[config.mk]
export PLATFORM = sky130hd
export DESIGN_NAME = if_fetch_unit_flat
export DESIGN_NICKNAME = d
export VERILOG_FILES = /design/src/rtl/if_fetch_unit_pkg.sv /design/src/rtl/if_fetch_unit_if.sv /design/src/rtl/if_fetch_unit_fetch_timeout_ctr.sv /design/src/rtl/if_fetch_unit.sv /design/src/flat_wrapper.sv
export SDC_FILE = /design/constraint.sdc
export NUM_CORES = 1
export LEC_CHECK = 0
export CAP_MARGIN = 15
export CORE_UTILIZATION = 56
export DETAILED_ROUTE_END_ITERATION = 7
export PLACE_DENSITY = 0.85
export SETUP_SLACK_MARGIN = 0.5
export SLEW_MARGIN = 5
export SYNTH_ARGS = -nofsm -noshare
export SYNTH_HDL_FRONTEND = slang
export SYNTH_SLANG_ARGS = --single-unit
[constraint.sdc]
create_clock -name clk -period 7 [get_ports clk]
set_input_delay 1.4 -clock clk [delete_from_list [all_inputs] [get_ports clk]]
set_output_delay 1.4 -clock clk [all_outputs]
set_load 0.01 [all_outputs]
[src/rtl/if_fetch_unit_pkg.sv]
// Shared definitions for the instruction-fetch stage.
// State encoding, reset PC default and NOP word.
package if_fetch_unit_pkg;

    localparam int XLEN = 32;
    localparam int CNT_W = 8;

    localparam logic [XLEN-1:0] RESET_PC_DEF = 32'h0000_0000;
    localparam logic [XLEN-1:0] NOP = 32'h0000_0000;
    localparam logic [XLEN-1:0] PC_STEP = 32'd4;

    typedef enum logic [1:0] {
        FETCH = 2'd0,
        HOLD  = 2'd1,
        DRAIN = 2'd2
    } fetch_state_e;

endpackage

[src/rtl/if_fetch_unit_if.sv]
// Instruction-memory request/acknowledge bus.
// The fetch unit is the master, the memory the slave.
interface if_fetch_unit_if
    import if_fetch_unit_pkg::*;
#(
    parameter int WIDTH = XLEN
) ();

    logic             imem_req;
    logic [WIDTH-1:0] imem_addr;
    logic             imem_ack;
    logic [WIDTH-1:0] imem_rdata;

    modport master (
        output imem_req,
        output imem_addr,
        input  imem_ack,
        input  imem_rdata
    );

    modport slave (
        input  imem_req,
        input  imem_addr,
        output imem_ack,
        output imem_rdata
    );

endinterface

[src/rtl/if_fetch_unit_fetch_timeout_ctr.sv]
// Counts consecutive unacknowledged request cycles and
// raises a sticky error once the wait reaches TIMEOUT.
module fetch_timeout_ctr
    import if_fetch_unit_pkg::*;
#(
    parameter int TIMEOUT = 16
) (
    input  logic clk,
    input  logic rst,
    input  logic req,
    input  logic ack,
    output logic fetch_err
);

    localparam logic [CNT_W-1:0] LAST = CNT_W'(TIMEOUT - 1);
    localparam logic [CNT_W-1:0] ONE  = CNT_W'(1);

    logic [CNT_W-1:0] wait_cnt;

    // Saturate so a long stall cannot wrap back below LAST.
    always_ff @(posedge clk) begin
        if (rst) begin
            wait_cnt  <= '0;
            fetch_err <= 1'b0;
        end else if (req && !ack) begin
            if (wait_cnt != '1) begin
                wait_cnt <= wait_cnt + ONE;
            end
            if (wait_cnt == LAST) begin
                fetch_err <= 1'b1;
            end
        end else begin
            wait_cnt <= '0;
        end
    end

endmodule

[src/rtl/if_fetch_unit.sv]
// Instruction-fetch stage: owns the PC, talks to imem over
// req/ack and feeds {instr, pc+4} to the IF/ID register.
module if_fetch_unit
    import if_fetch_unit_pkg::*;
#(
    parameter int               WIDTH    = XLEN,
    parameter logic [WIDTH-1:0] RESET_PC = WIDTH'(RESET_PC_DEF),
    parameter int               TIMEOUT  = 16
) (
    input  logic             clk,
    input  logic             rst,
    input  logic             stall,
    input  logic             redirect,
    input  logic [WIDTH-1:0] redirect_pc,
    if_fetch_unit_if.master  imem,
    output logic             out_valid,
    output logic [WIDTH-1:0] out_instr,
    output logic [WIDTH-1:0] out_pc4,
    output logic             if_id_enable_bar,
    output logic             if_id_rst,
    output logic             fetch_err
);

    localparam logic [WIDTH-1:0] NOP_W  = WIDTH'(NOP);
    localparam logic [WIDTH-1:0] STEP_W = WIDTH'(PC_STEP);

    fetch_state_e     state;
    fetch_state_e     state_n;
    logic [WIDTH-1:0] pc;
    logic [WIDTH-1:0] pc_n;
    logic [WIDTH-1:0] req_addr;
    logic [WIDTH-1:0] req_addr_n;
    logic [WIDTH-1:0] ibuf;
    logic [WIDTH-1:0] ibuf_n;
    logic [WIDTH-1:0] pending_pc;
    logic [WIDTH-1:0] pending_n;

    logic             pc4;
    logic [WIDTH-1:0] pc_plus4;
    logic             ack;
    logic [WIDTH-1:0] rdata;
    logic             req_c;
    logic             req_o;
    logic [WIDTH-1:0] addr_c;
    logic             valid_c;
    logic [WIDTH-1:0] instr_c;

    assign pc4      = 1'b0;
    assign pc_plus4 = pc + STEP_W;
    assign ack      = imem.imem_ack;
    assign rdata    = imem.imem_rdata;

    always_comb begin
        state_n    = state;
        pc_n       = pc;
        req_addr_n = req_addr;
        ibuf_n     = ibuf;
        pending_n  = pending_pc;
        req_c      = 1'b0;
        addr_c     = pc;
        valid_c    = 1'b0;
        instr_c    = NOP_W;

        unique case (state)
            FETCH: begin
                req_c   = 1'b1;
                addr_c  = pc;
                valid_c = ack;
                instr_c = ack ? rdata : NOP_W;
                unique case (1'b1)
                    redirect && ack: begin
                        pc_n = redirect_pc;
                    end
                    // Request in flight cannot be withdrawn.
                    redirect && !ack: begin
                        pending_n  = redirect_pc;
                        req_addr_n = pc;
                        state_n    = DRAIN;
                    end
                    !redirect && ack && !stall: begin
                        pc_n = pc_plus4;
                    end
                    !redirect && ack && stall: begin
                        ibuf_n  = rdata;
                        state_n = HOLD;
                    end
                    default: begin
                    end
                endcase
            end

            HOLD: begin
                valid_c = 1'b1;
                instr_c = ibuf;
                unique case (1'b1)
                    redirect: begin
                        pc_n    = redirect_pc;
                        state_n = FETCH;
                    end
                    !redirect && !stall: begin
                        pc_n    = pc_plus4;
                        state_n = FETCH;
                    end
                    default: begin
                    end
                endcase
            end

            DRAIN: begin
                req_c  = 1'b1;
                addr_c = req_addr;
                if (redirect) begin
                    pending_n = redirect_pc;
                end
                if (ack) begin
                    pc_n    = redirect ? redirect_pc
                                       : pending_pc;
                    state_n = FETCH;
                end
            end

            default: begin
                state_n = FETCH;
            end
        endcase
    end

    always_ff @(posedge clk) begin
        if (rst) begin
            state      <= FETCH;
            pc         <= RESET_PC;
            req_addr   <= RESET_PC;
            ibuf       <= NOP_W;
            pending_pc <= RESET_PC;
        end else begin
            state      <= state_n;
            pc         <= pc_n;
            req_addr   <= req_addr_n;
            ibuf       <= ibuf_n;
            pending_pc <= pending_n;
        end
    end

    // Reset abandons any outstanding request immediately.
    assign req_o          = req_c & ~rst;
    assign imem.imem_req  = req_o;
    assign imem.imem_addr = addr_c;

    assign out_valid = valid_c & ~rst;
    assign out_instr = (valid_c && !rst) ? instr_c : NOP_W;
    assign out_pc4   = pc_plus4 | {{(WIDTH-1){1'b0}}, pc4};

    assign if_id_enable_bar = stall;
    assign if_id_rst        = redirect;

    fetch_timeout_ctr #(
        .TIMEOUT (TIMEOUT)
    ) u_tmo (
        .clk       (clk),
        .rst       (rst),
        .req       (req_o),
        .ack       (ack),
        .fetch_err (fetch_err)
    );

endmodule

[src/flat_wrapper.sv]
// flat-port wrapper written by rule: the top's interface ports become plain ports
module if_fetch_unit_flat import if_fetch_unit_pkg::*;
#(
    parameter int               WIDTH    = XLEN,
    parameter logic [WIDTH-1:0] RESET_PC = WIDTH'(RESET_PC_DEF),
    parameter int               TIMEOUT  = 16
)
  (clk, rst, stall, redirect, redirect_pc, out_valid, out_instr, out_pc4, if_id_enable_bar, if_id_rst, fetch_err, imem_imem_req, imem_imem_addr, imem_imem_ack, imem_imem_rdata);
  if_fetch_unit_if #(.WIDTH(WIDTH)) imem_i ();
  input  logic clk;
  input  logic rst;
  input  logic stall;
  input  logic redirect;
  input  logic [WIDTH-1:0] redirect_pc;
  output logic out_valid;
  output logic [WIDTH-1:0] out_instr;
  output logic [WIDTH-1:0] out_pc4;
  output logic if_id_enable_bar;
  output logic if_id_rst;
  output logic fetch_err;
  output wire logic [$bits(imem_i.imem_req)-1:0] imem_imem_req;
  output wire logic [$bits(imem_i.imem_addr)-1:0] imem_imem_addr;
  input wire logic [$bits(imem_i.imem_ack)-1:0] imem_imem_ack;
  input wire logic [$bits(imem_i.imem_rdata)-1:0] imem_imem_rdata;
  assign imem_imem_req = imem_i.imem_req;
  assign imem_imem_addr = imem_i.imem_addr;
  assign imem_i.imem_ack = imem_imem_ack;
  assign imem_i.imem_rdata = imem_imem_rdata;
  if_fetch_unit #(.WIDTH(WIDTH), .RESET_PC(RESET_PC), .TIMEOUT(TIMEOUT)) u_core (.clk(clk), .rst(rst), .stall(stall), .redirect(redirect), .redirect_pc(redirect_pc), .imem(imem_i), .out_valid(out_valid), .out_instr(out_instr), .out_pc4(out_pc4), .if_id_enable_bar(if_id_enable_bar), .if_id_rst(if_id_rst), .fetch_err(fetch_err));
endmodule
-- Word level (Yosys, flattened, before mapping)
Index checks and enable logic that the tools add are counted.
- register bits: 139
- input bits: 69
- output and inout port bits: 101
- logic and storage cells: 64
- $add $sub $neg: 2
- equality and inequality tests: 10
- muxes and demuxes: 17
- bitwise gates (word level): 4
- reduce and logical (&&, ||, !) cells: 24
- operators by type and width (operator ; count):
    32-bit one-hot mux with 2 select lines ; 4
    32-bit 2-to-1 mux ; 6
    32-bit one-hot mux with 3 select lines ; 1
    32-bit by 3-bit adder with 32-bit output, second input constant ; 1
    8-bit by 1-bit adder with 8-bit output, second input constant ; 1
    8-bit by 4-bit == test with 1-bit output, second input constant ; 1
    1-bit logical AND ; 8
    8-bit inequality test, second input constant ; 1
    2-bit AND reduction ; 4
    3-bit by 1-bit inequality test with 1-bit output, second input constant ; 2
    2-bit one-hot mux with 3 select lines ; 1
    2-bit OR reduction ; 3
    1-bit logical NOT ; 4
    2-bit 2-to-1 mux ; 2
    2-bit inequality test, second input constant ; 2
    2-bit one-hot mux with 2 select lines ; 1
    4-bit AND reduction ; 1
    3-bit by 2-bit inequality test with 1-bit output, second input constant ; 1
    3-bit AND reduction ; 1
    3-bit nonzero test ; 1
    1-bit AND ; 2
    2-bit by 1-bit == test with 1-bit output, second input constant ; 1
    2-bit == test, second input constant ; 1
    2-bit logical NOT ; 1
    5 further kinds ; 6

-- Longest topological paths before layout
Gate-level depths: netlist of run 1.
- depth in word-level cells: 7
- gate-level depth with buffers: 10
- gate-level depth less buffers: 7

-- Cells and area by module
From an unflattened synthesis of run 1, not the netlist that was laid out.
- cells, all modules: 1125
- area, all modules: 8445.6 um2
- by module, submodules not included (module ; times used ; cells each ; area each (um2) ; sequential area each (um2)):
    if_fetch_unit ; 1 ; 1073 ; 7991.4 ; 2602.5
    fetch_timeout_ctr ; 1 ; 52 ; 454.2 ; 180.2

-- Worst setup path before layout of run 1
Ideal clock, no wire load.
- path type: input-to-output
- start: input rst
- end: output out_instr[10]
- arrival: 2590 ps
- required time: 5600 ps
- slack: 3010 ps
- stages on the path: 5
- path buffers: 4
- cell sequence: clkbuf_1 > clkbuf_1 > clkbuf_1 > clkbuf_1 > nor2_1
- cells in the longest elaborated chain, start to end: 3
- RTL lines (what ; RTL line ; RTL):
    start, declared ; flat_wrapper.sv:11 ; input logic rst;
    1-bit logical NOT ; if_fetch_unit.sv:150 ; assign out_instr = (valid_c && !rst) ? instr_c : NOP_W;
    1-bit logical AND ; if_fetch_unit.sv:150 ;
    32-bit 2-to-1 mux ; if_fetch_unit.sv:150 ;
    end, declared ; flat_wrapper.sv:16 ; output logic [WIDTH-1:0] out_instr;
No other way between the ends.

-- Worst setup path after layout of run 1
- start: input imem_imem_ack
- end: output out_instr[18]
- cells in the longest elaborated chain, start to end: 3
- elaborated cells on any way between the ends: 5
- those cells by class: mux: 4; reduce/logical: 1
- RTL lines (what ; RTL line ; RTL):
    start, declared ; flat_wrapper.sv:23 ; input wire logic [$bits(imem_i.imem_ack)-1:0] imem_imem_ack;
    32-bit 2-to-1 mux or 1-bit one-hot mux with 2 select lines (tied branches) ; if_fetch_unit.sv:69, if_fetch_unit.sv:64 ;
    32-bit one-hot mux with 2 select lines or 1-bit logical AND (tied branches) ; if_fetch_unit.sv:64, if_fetch_unit.sv:150 ;
    32-bit 2-to-1 mux (*) ; if_fetch_unit.sv:150 ;
Every way passes the cells marked *; elsewhere a longest branch is shown, timed or not.

==> run metrics, run 1 <==
core box area 14000 um2; Slew @ Worst Pin roughly 1.2 ns; Post-synth ARST share 0%; Seq pwr share 37.6%; Yosys Warn Count 0; WL/cell 18.2 um; drt first-iter violations 1228; clock slew at reported path FFs 0.06 ns; Clock power frac 39.6%; HP Class register to register; ys flop type dfxtp_1; Synth cell types 72; max-slew violations 0; sw power ~0.71 mW; final wirelength ~25000 um; I/O pin count 170; die area 14900 um2; Synth Register Bits 139; EDFF count, synth 0; antenna violations before repair 1; arrival time worst endpoint 3.53 ns; Final WS setup 2.07 ns; # H-tree levels 4; Peak VDD IR between 0.00015 and 0.0002 V; layout cells sized above 1 8.24%; TNS Setup 0 ns; First-pass DRT Iterations 8; Critical Path Sink Type primary output; Syn Std Cell Area between 8000 and 9000 um2; ANT cells 0; Internal 1.70 mW; PD cells 233 nW/um2; Fmax between 0.2 and 0.25 GHz; Clock Sinks 139; top cell type's share of synthesized area between 30% and 40%; Final Critical Period 4.93 ns; chip height 122 um; Layout area overhead 28.1%; outcome complete, no violations; Site Rows 43; GR Util All Layers ~34%; unrepaired setup endpoints after global routing false; max_cap viols 0; synthesized net count 1175; leakage power 3.66 nW; crit path kind input port to primary output; grt total ovfl 0; worst-skew pair later-pin latency 0.43 ns; vias post-DR 8723; Sw Ratio 29.4%; # hold bufs at CTS 0; synthesized area per cell between 7 and 8 um2; Clock Skew a little under 0.01 ns; Synth area leaders dfxtp_1 35%, nand2_1 11%, a21oi_1 7.8%; maximum root-to-sink buffer count 2; largest area contributor in the netlist dfxtp_1; TritonCTS clock tree built; Initial Util 57.6%; CTS buffer count 17; DR vias/cell 6.26; sequential-to-total area share from yosys stat 34.5%; dpl ws 1.81 ns; Post CTS Setup Buffer Count 0; first-pass GRT wire length 39300 um; Post-Syn Instances 1100; crit start category input port; worst path required time 5.60 ns; Combinational Power Share 22.8%; Fin. Hold Viols 0; RePlAce Congestion 0.882; DRC viols 0; fillers 1070; vias in the first global route 7665; port bufs 169; critical path peak fanout 22; die width 122 um; fin nets between 1000 and 1500; cts repair resizes 0; CTS Root Cell clkbuf_16; Worst slew margin 21.2%; post-route ant nets 0; dpl hpwl 17000 um; largest net degree at the start of global routing 107; Final Cycle Share 70.4%; Final Setup Violations 0
## worst max-delay path, cell delays in order
cell,delay (ns)
clkdlybuf4s50_1,0.58
and2_1,0.52
buf_8,0.25
a22oi_1,0.08
nor2_1,0.13
clkdlybuf4s50_1,0.57
## stage by stage
stage | cell area, um2 | hold WS, ns | utilization [%] | total power, mW | cells
after floorplan | 8060 | 0.432 | - | 1.21 | 1100
after global placement | 9660 | 0.438 | 69.0 | 1.44 | 1359
after detailed placement | 9660 | 0.446 | 69.0 | 1.45 | 1359
after CTS | 10300 | 0.455 | 73.6 | 2.39 | 1391
after global routing | 10300 | 0.469 | 73.9 | 2.49 | 1393
final | 10300 | 0.448 | 73.9 | 2.41 | 1393
## cell usage after synthesis, types with 5 or more instances
library cell / n
a221oi_1: 6
a22o_1: 13
dfxtp_1: 139
nor3_1: 24
xor2_1: 12
mux2i_1: 11
nand3_1: 20
buf_1: 11
nor4_1: 9
and3_1: 5
a31oi_1: 7
nand2_1: 245
o32ai_1: 5
inv_1: 20
buf_4: 5
a21o_1: 6
xnor2_1: 12
ha_1: 6
o211ai_1: 11
a211oi_1: 13
o22ai_1: 5
or3_1: 8
o21ai_0: 50
nor2_1: 87
nand4_1: 12
mux2_2: 28
a21oi_1: 125
buf_2: 10
clkbuf_1: 72
nand3b_1: 5
a22oi_1: 38
## layout make-up
type | count | area, um2 | share of cell area (%)
multi-input combinational | 841 | 4810 | 46.6
clock buffer | 23 | 498 | 4.82
timing repair buffer | 181 | 1810 | 17.5
tap | 180 | 225 | 2.18
sequential | 139 | 2780 | 26.9
inverter | 20 | 75.1 | 0.726
clock inverter | 9 | 135 | 1.31
## cell families (layout without fill, tap and decap cells)
group | after synthesis | after routing | synth area share, %
xor+xnor | 25 | 25 | 2.81
fa+ha+maj | 6 | 6 | 0.931
mux | 39 | 39 | 5.28
simple gates | 451 | 451 | 25.0
buf+inv | 120 | 233 | 6.08
flops | 139 | 139 | 34.5
compound gates | 320 | 320 | 25.4
## layer usage
layer  vias to the layer above  global-route usage, %  share of wire, %
met5                         -                      0             0.067
met4                         2                   12.5               2.8
met3                        79                   8.57                11
met1                      3985                   46.4                41
li1                       4089                      -                 -
met2                       568                   50.9                44
## worst paths after layout
kind,from,cells after the start,endpoint,slack [ns]
max,imem_imem_ack,6,out_instr[18],2.07
min reg2reg,u_core.req_addr[12]$_SDFFE_PP0P_,2,u_core.req_addr[12]$_SDFFE_PP0P_,0.45
max reg2reg,u_core.state[1]$_SDFFE_PP0P_,7,u_core.pc[22]$_SDFFE_PP0P_,3.60
min,u_core.req_addr[12]$_SDFFE_PP0P_,2,u_core.req_addr[12]$_SDFFE_PP0P_,0.45
## flip-flops by register name (all words and copies together), names as in the netlist
signal	count
u_core.ibuf	32
u_core.pc	32
u_core.pending_pc	32
u_core.req_addr	32
u_core.state	2
u_core.u_tmo.fetch_err	1
u_core.u_tmo.wait_cnt	8
## placed cells by master (no fill, tap or decap), drive strengths merged, types with 7 or more instances in the layout
master,n
a211oi,13
a21oi,125
a22o,13
a22oi,38
a31oi,7
buf,13
clkbuf,23
clkdlybuf4s50,168
dfxtp,139
inv,20
mux2,28
mux2i,11
nand2,245
nand3,21
nand4,12
nor2,87
nor3,24
nor4,10
o211ai,11
o21ai,50
or3,10
xnor2,13
xor2,12
## power groups by stage
stage / Combinational (mW) / Sequential (mW) / Clock [mW]
after global routing: 0.588 / 0.911 / 0.991
final: 0.548 / 0.906 / 0.954
after global placement: 0.521 / 0.915 / 0
after CTS: 0.534 / 0.901 / 0.954
after detailed placement: 0.529 / 0.918 / 0
after floorplan: 0.322 / 0.884 / 0
No activity file was read; power rests on OpenSTA's default activity.
==> inputs of run 2 (changes only) <==
--- a/config.mk
+++ b/config.mk
@@ -6,9 +6,9 @@
 export NUM_CORES = 1
 export LEC_CHECK = 0
 export CAP_MARGIN = 15
-export CORE_UTILIZATION = 56
+export CORE_UTILIZATION = 52
 export DETAILED_ROUTE_END_ITERATION = 7
-export PLACE_DENSITY = 0.85
+export PLACE_DENSITY = 0.79
 export SETUP_SLACK_MARGIN = 0.5
 export SLEW_MARGIN = 5
 export SYNTH_ARGS = -nofsm -noshare
==> constraint.sdc (replaced) <==
create_clock -name clk -period 5.15 [get_ports clk]
set_input_delay 1.03 -clock clk [delete_from_list [all_inputs] [get_ports clk]]
set_output_delay 1.03 -clock clk [all_outputs]
set_load 0.01 [all_outputs]
==> run metrics, run 2 (synthesis results as in run 1) <==
PD cells 301 nW/um2 (was 233 nW/um2); Site Rows 45 (was 43); crit start category register (was input port); unrepaired setup endpoints after global routing false (unchanged); worst path required time 4.12 ns (was 5.60 ns); Combinational Power Share 24.1% (was 22.8%); Final Cycle Share 85.4%; GR Util All Layers 31.0% (was 33.8%); die area 16000 um2 (was 14900 um2); Layout area overhead 26.9% (was 28.1%); CTS Root Cell clkbuf_16 (unchanged); TNS Setup 0 ns (unchanged); Fin. Hold Viols 0 (unchanged); post-route ant nets 0 (unchanged); area of the multi-input gates 4800 um2 (was 4810 um2); max layer used met4 (was met5); clock slew at reported path FFs 0.06 ns (about the same); Critical Path Sink Type primary output (unchanged); Initial Util 53.2% (was 57.6%); Clock Sinks 139 (unchanged); Slew @ Worst Pin 1.12 ns (was 1.18 ns); largest net degree at the start of global routing 71 (was 107); Final Critical Period 4.40 ns; critical path peak fanout 11 (was 22); # H-tree levels 4 (unchanged); sw power 0.932 mW (was 0.707 mW); crit path kind register to primary output (was input port to primary output); DRC viols 0 (unchanged); post-layout util 67.6% (was 73.9%); first-pass GRT wire length 39400 um (was 39300 um); dpl cells 1373 (was 1359); max_cap viols 0 (unchanged); leakage power 3.62 nW (was 3.66 nW); I/O pin count 170 (unchanged); Clock Skew 0.0111 ns (was 0.00988 ns); Register Area 2780 um2 (unchanged); vias in the first global route 7510 (was 7665); final wirelength 25200 um (was 25300 um); port bufs 169 (unchanged); fin cells 1403 (was 1393); First-pass DRT Iterations 5 (was 8); leading cell type in the layout, fill and taps excluded nand2_1 (unchanged); Design Power 3.08 mW (was 2.41 mW); CTS buffer count 17 (unchanged); arrival time worst endpoint 3.37 ns (was 3.53 ns); chip height 127 um (was 122 um); RePlAce Congestion 0.920 (was 0.882); dpl hpwl 17500 um (was 17000 um); WL/cell 17.9 um (was 18.2 um); die width 127 um (was 122 um); Sw Ratio 30.2% (was 29.4%); most frequent cells in the layout 245 x nand2_1, 168 x clkdlybuf4s50_1, 139 x dfxtp_1 (unchanged); ANT cells 0 (unchanged); grt total ovfl 0 (unchanged); wl on met1 11100 um (was 10500 um); Worst slew margin 25.0% (was 21.2%); maximum root-to-sink buffer count 2 (unchanged); met3 wire len 2580 um (was 2890 um); fillers 1242 (was 1070); Final Setup Violations 0 (unchanged); Post CTS Setup Buffer Count 0 (unchanged); Fmax 0.227 GHz; met2 WL 11000 um (was 11200 um); Seq pwr share 39.8% (was 37.6%); fin nets 1279 (was 1275); vias post-DR 8588 (was 8723); antenna violations before repair 0 (was 1); Clock power frac 36.1% (was 39.6%); Internal 2.15 mW (was 1.70 mW); max-slew violations 0 (unchanged); cts repair resizes 0 (unchanged); Peak VDD IR 0.000236 V (was 0.000194 V); worst-skew pair later-pin latency 0.42 ns (was 0.43 ns); DR vias/cell 6.12 (was 6.26); drt first-iter violations 1124 (was 1228); TritonCTS clock tree built (unchanged); HP Class register to register (unchanged); core box area 15100 um2 (was 14000 um2); layout cells sized above 1 8.15% (was 8.24%); outcome complete, no violations (unchanged); # hold bufs at CTS 0 (unchanged)
## run 2: cell count changes in the layout (fill, tap and decap cells not counted)
cell and change:
buf_8 -1, bufinv_16 -2, buf_16 -1, clkbuf_8 -4, a211oi_2 +1, clkbuf_1 +3
clkinv_2 +3, buf_4 +6, a211oi_4 -1, clkinv_4 -2
## run 2: power by group through the flow
stage               clock [mW]  combinational [mW]  sequential (mW)
floorplan                    0               0.438             1.20
global placement             0               0.717             1.24
CTS                       1.12               0.731             1.22
detailed placement           0               0.725             1.25
global route              1.17               0.794             1.24
finish                    1.11               0.743             1.23
## run 2: metal layers
layer	up-vias	global-route usage [%]
met5	-	0
met4	0	11.3
met3	45	7.30
met2	461	45.7
met1	3985	43.9
li1	4097	-
## run 2: area by class of cell
class                      count  share of cell area (%)
sequential                   139                    27.2
multi-input combinational    841                    46.9
clock inverter                 8                   0.709
tap                          188                    2.30
clock buffer                  22                    4.44
timing repair buffer         185                    17.7
inverter                      20                   0.734
## run 2: critical path, cell delays in order (launching register included)
cell             delay [ns]
dfxtp_1                0.46
nand4_1                0.45
or4_4                  0.76
or4_4                  0.52
xnor2_2                0.18
clkdlybuf4s50_1        0.57
## run 2: path summary, 6_finish.rpt
| path | slack, ns | endpoint | depth (start not counted) | from |
|---|---|---|---|---|
| setup reg to reg | 1.78 | u_core.pending_pc[1]$_SDFFE_PP0P_ | 7 | u_core.state[0]$_SDFFE_PP0P_ |
| setup / recovery | 0.75 | out_pc4[29] | 5 | u_core.pc[9]$_SDFFE_PP0P_ |
| hold reg to reg | 0.45 | u_core.req_addr[3]$_SDFFE_PP0P_ | 2 | u_core.req_addr[3]$_SDFFE_PP0P_ |
| hold / removal | 0.45 | u_core.req_addr[3]$_SDFFE_PP0P_ | 2 | u_core.req_addr[3]$_SDFFE_PP0P_ |
## run 2: stage by stage
stage / hold WS [ns] / setup slack, ns / instance area (um2)
3_5_place_dp: 0.443 / 1.23 / 9710
3_3_place_gp: 0.438 / 1.27 / 9710
5_1_grt: 0.467 / 0.663 / 10200
4_1_cts: 0.452 / 0.770 / 10200
2_1_floorplan: 0.432 / 1.90 / 8060
6_report: 0.451 / 0.749 / 10200
==> inputs of run 3 (changes only) <==
--- a/config.mk
+++ b/config.mk
@@ -10,7 +10,7 @@
 export DETAILED_ROUTE_END_ITERATION = 7
 export PLACE_DENSITY = 0.79
 export SETUP_SLACK_MARGIN = 0.5
-export SLEW_MARGIN = 5
+export SLEW_MARGIN = 20
 export SYNTH_ARGS = -nofsm -noshare
 export SYNTH_HDL_FRONTEND = slang
 export SYNTH_SLANG_ARGS = --single-unit
==> run metrics, run 3 (synthesis results as in run 1) <==
core box area 15100 um2 (unchanged); First-pass DRT Iterations 5 (unchanged); largest net degree at the start of global routing 71 (unchanged); Post CTS Setup Buffer Count 0 (unchanged); TNS Setup 0 ns (unchanged); HP Class register to register (unchanged); die width 127 um (unchanged); DRC viols 0 (unchanged); grt total ovfl 0 (unchanged); leakage power 3.62 nW (about the same); sw power 0.933 mW (was 0.932 mW); # hold bufs at CTS 0 (unchanged); layout cells sized above 1 8.15% (unchanged); ANT cells 0 (unchanged); vias in the first global route 7510 (unchanged); Site Rows 45 (unchanged); I/O pin count 170 (unchanged); peak per-stage delay on the critical path 0.76 ns (about the same); Peak VDD IR 0.000235 V (was 0.000236 V); die area 16000 um2 (unchanged); most frequent cells in the layout 245 x nand2_1, 168 x clkdlybuf4s50_1, 139 x dfxtp_1 (unchanged); CP dominant cell by count or4_4 (unchanged); antenna violations before repair 0 (unchanged); Sw Ratio 30.2% (about the same); CTS buffer count 17 (unchanged); crit path max-delay cell type or4_4 (unchanged); clock slew at reported path FFs 0.06 ns (about the same); Fmax 0.227 GHz (about the same); WL/cell 17.9 um (about the same); crit path kind register to primary output (unchanged); WP depth 5 (unchanged); Final Cycle Share 85.5% (was 85.4%); leading cell type in the layout, fill and taps excluded nand2_1 (unchanged); worst reg-to-reg path cell count 7 (unchanged); dpl hpwl 17500 um (unchanged); Layout area overhead 27.0% (was 26.9%); drt first-iter violations 1089 (was 1124); max_cap viols 0 (unchanged); worst path required time 4.12 ns (about the same); crit start category register (unchanged); Clock Sinks 139 (unchanged); Clock Skew 0.00863 ns (was 0.0111 ns); chip height 127 um (unchanged); Slew @ Worst Pin 1.13 ns (was 1.12 ns); maximum root-to-sink buffer count 2 (unchanged); Worst slew margin 24.2% (was 25.0%); vias post-DR 8659 (was 8588); port bufs 169 (unchanged); design area 10200 um2 (about the same); Seq pwr share 39.9% (was 39.8%); Initial Util 53.2% (unchanged); TritonCTS clock tree built (unchanged); first-pass GRT wire length 39400 um (unchanged); # H-tree levels 4 (unchanged); WP buf/inv 1 (unchanged); worst reg2reg path startpoint u_core.state[1]$_SDFFE_PP0P_ (was u_core.state[0]$_SDFFE_PP0P_); worst-skew pair later-pin latency 0.42 ns (about the same); Combinational Power Share 24.1% (about the same); PD cells 301 nW/um2 (about the same); unrepaired setup endpoints after global routing false (unchanged); Critical path origin u_core.pc[9]$_SDFFE_PP0P_ (unchanged); Critical Path Sink Type primary output (unchanged); DR vias/cell 6.17 (was 6.12); critical path peak fanout 11 (unchanged); fin nets 1279 (unchanged); Clock power frac 36.0% (was 36.1%); hold_sp u_core.req_addr[29]$_SDFFE_PP0P_ (was u_core.req_addr[3]$_SDFFE_PP0P_); arrival time worst endpoint 3.37 ns (about the same); Internal 2.15 mW (about the same); CTS Root Cell clkbuf_16 (unchanged); Fin. Hold Viols 0 (unchanged); outcome complete, no violations (unchanged); CP top delay family simple AND/OR/NAND/NOR gates (unchanged); critical-path cell list nand4_1 -> or4_4 -> or4_4 -> xnor2_2 -> clkdlybuf4s50_1 (unchanged); cts repair resizes 0 (unchanged); max-slew violations 0 (unchanged); Hold Crit Depth 2 (unchanged); final wirelength 25200 um (about the same); GR Util All Layers 31.0% (unchanged); Final Critical Period 4.40 ns (about the same); RePlAce Congestion 0.920 (unchanged); DP Area 9710 um2 (unchanged); post-route ant nets 0 (unchanged); Final Setup Violations 0 (unchanged)
==> run 3: final timing paths <==
path | to | slack (ns)
setup / recovery | out_pc4[29] | 0.75
hold / removal | u_core.req_addr[29]$_SDFFE_PP0P_ | 0.45
hold reg to reg | u_core.req_addr[29]$_SDFFE_PP0P_ | 0.45
setup reg to reg | u_core.pc[30]$_SDFFE_PP0P_ | 1.90
==> run 3: through the flow <==
stage	power [mW]	worst slack [ns]	instances	util, %	hold slack, ns
floorplan	1.64	1.90	1100	-	0.432
global route	3.20	0.663	1403	67.6	0.467
detailed placement	1.97	1.23	1373	64.1	0.443
CTS	3.07	0.770	1403	67.6	0.452
global placement	1.96	1.27	1373	64.1	0.438
finish	3.08	0.748	1403	67.6	0.450
==> run 3: worst reg2reg max path, cell delays in order (launching register included) <==
cell and delay [ns]:
dfxtp_1 0.36, inv_1 0.11, ha_2 0.87, or2_2 0.33
a211o_1 0.71, a311o_1 0.31, a21oi_1 0.06, a2111oi_0 0.37
==> run 3: cell type report <==
class                           instances  area [um2]
Fill cell                            1241        4900
Multi-Input combinational cell        841        4810
Clock inverter                          8        72.6
Tap cell                              188         235
Inverter                               20        75.1
Clock buffer                           22         454
Sequential cell                       139        2780
Timing Repair Buffer                  185        1810
==> run 3: power by group through the flow <==
stage	Combinational (mW)	Clock (mW)	Sequential [mW]
floorplan	0.438	0	1.20
global placement	0.717	0	1.24
detailed placement	0.725	0	1.25
CTS	0.731	1.12	1.22
global route	0.795	1.17	1.24
finish	0.743	1.11	1.23
==> run 3: metal layers <==
metal  track usage [%]  vias up  share of wire, %  wire [um]
met3              7.30       47                10       2600
met1              43.9     4002                44      11000
met5                 0        -                 0          0
met2              45.7      513                44      11100
li1                  -     4097                 -          -
met4              11.3        0               2.1        520
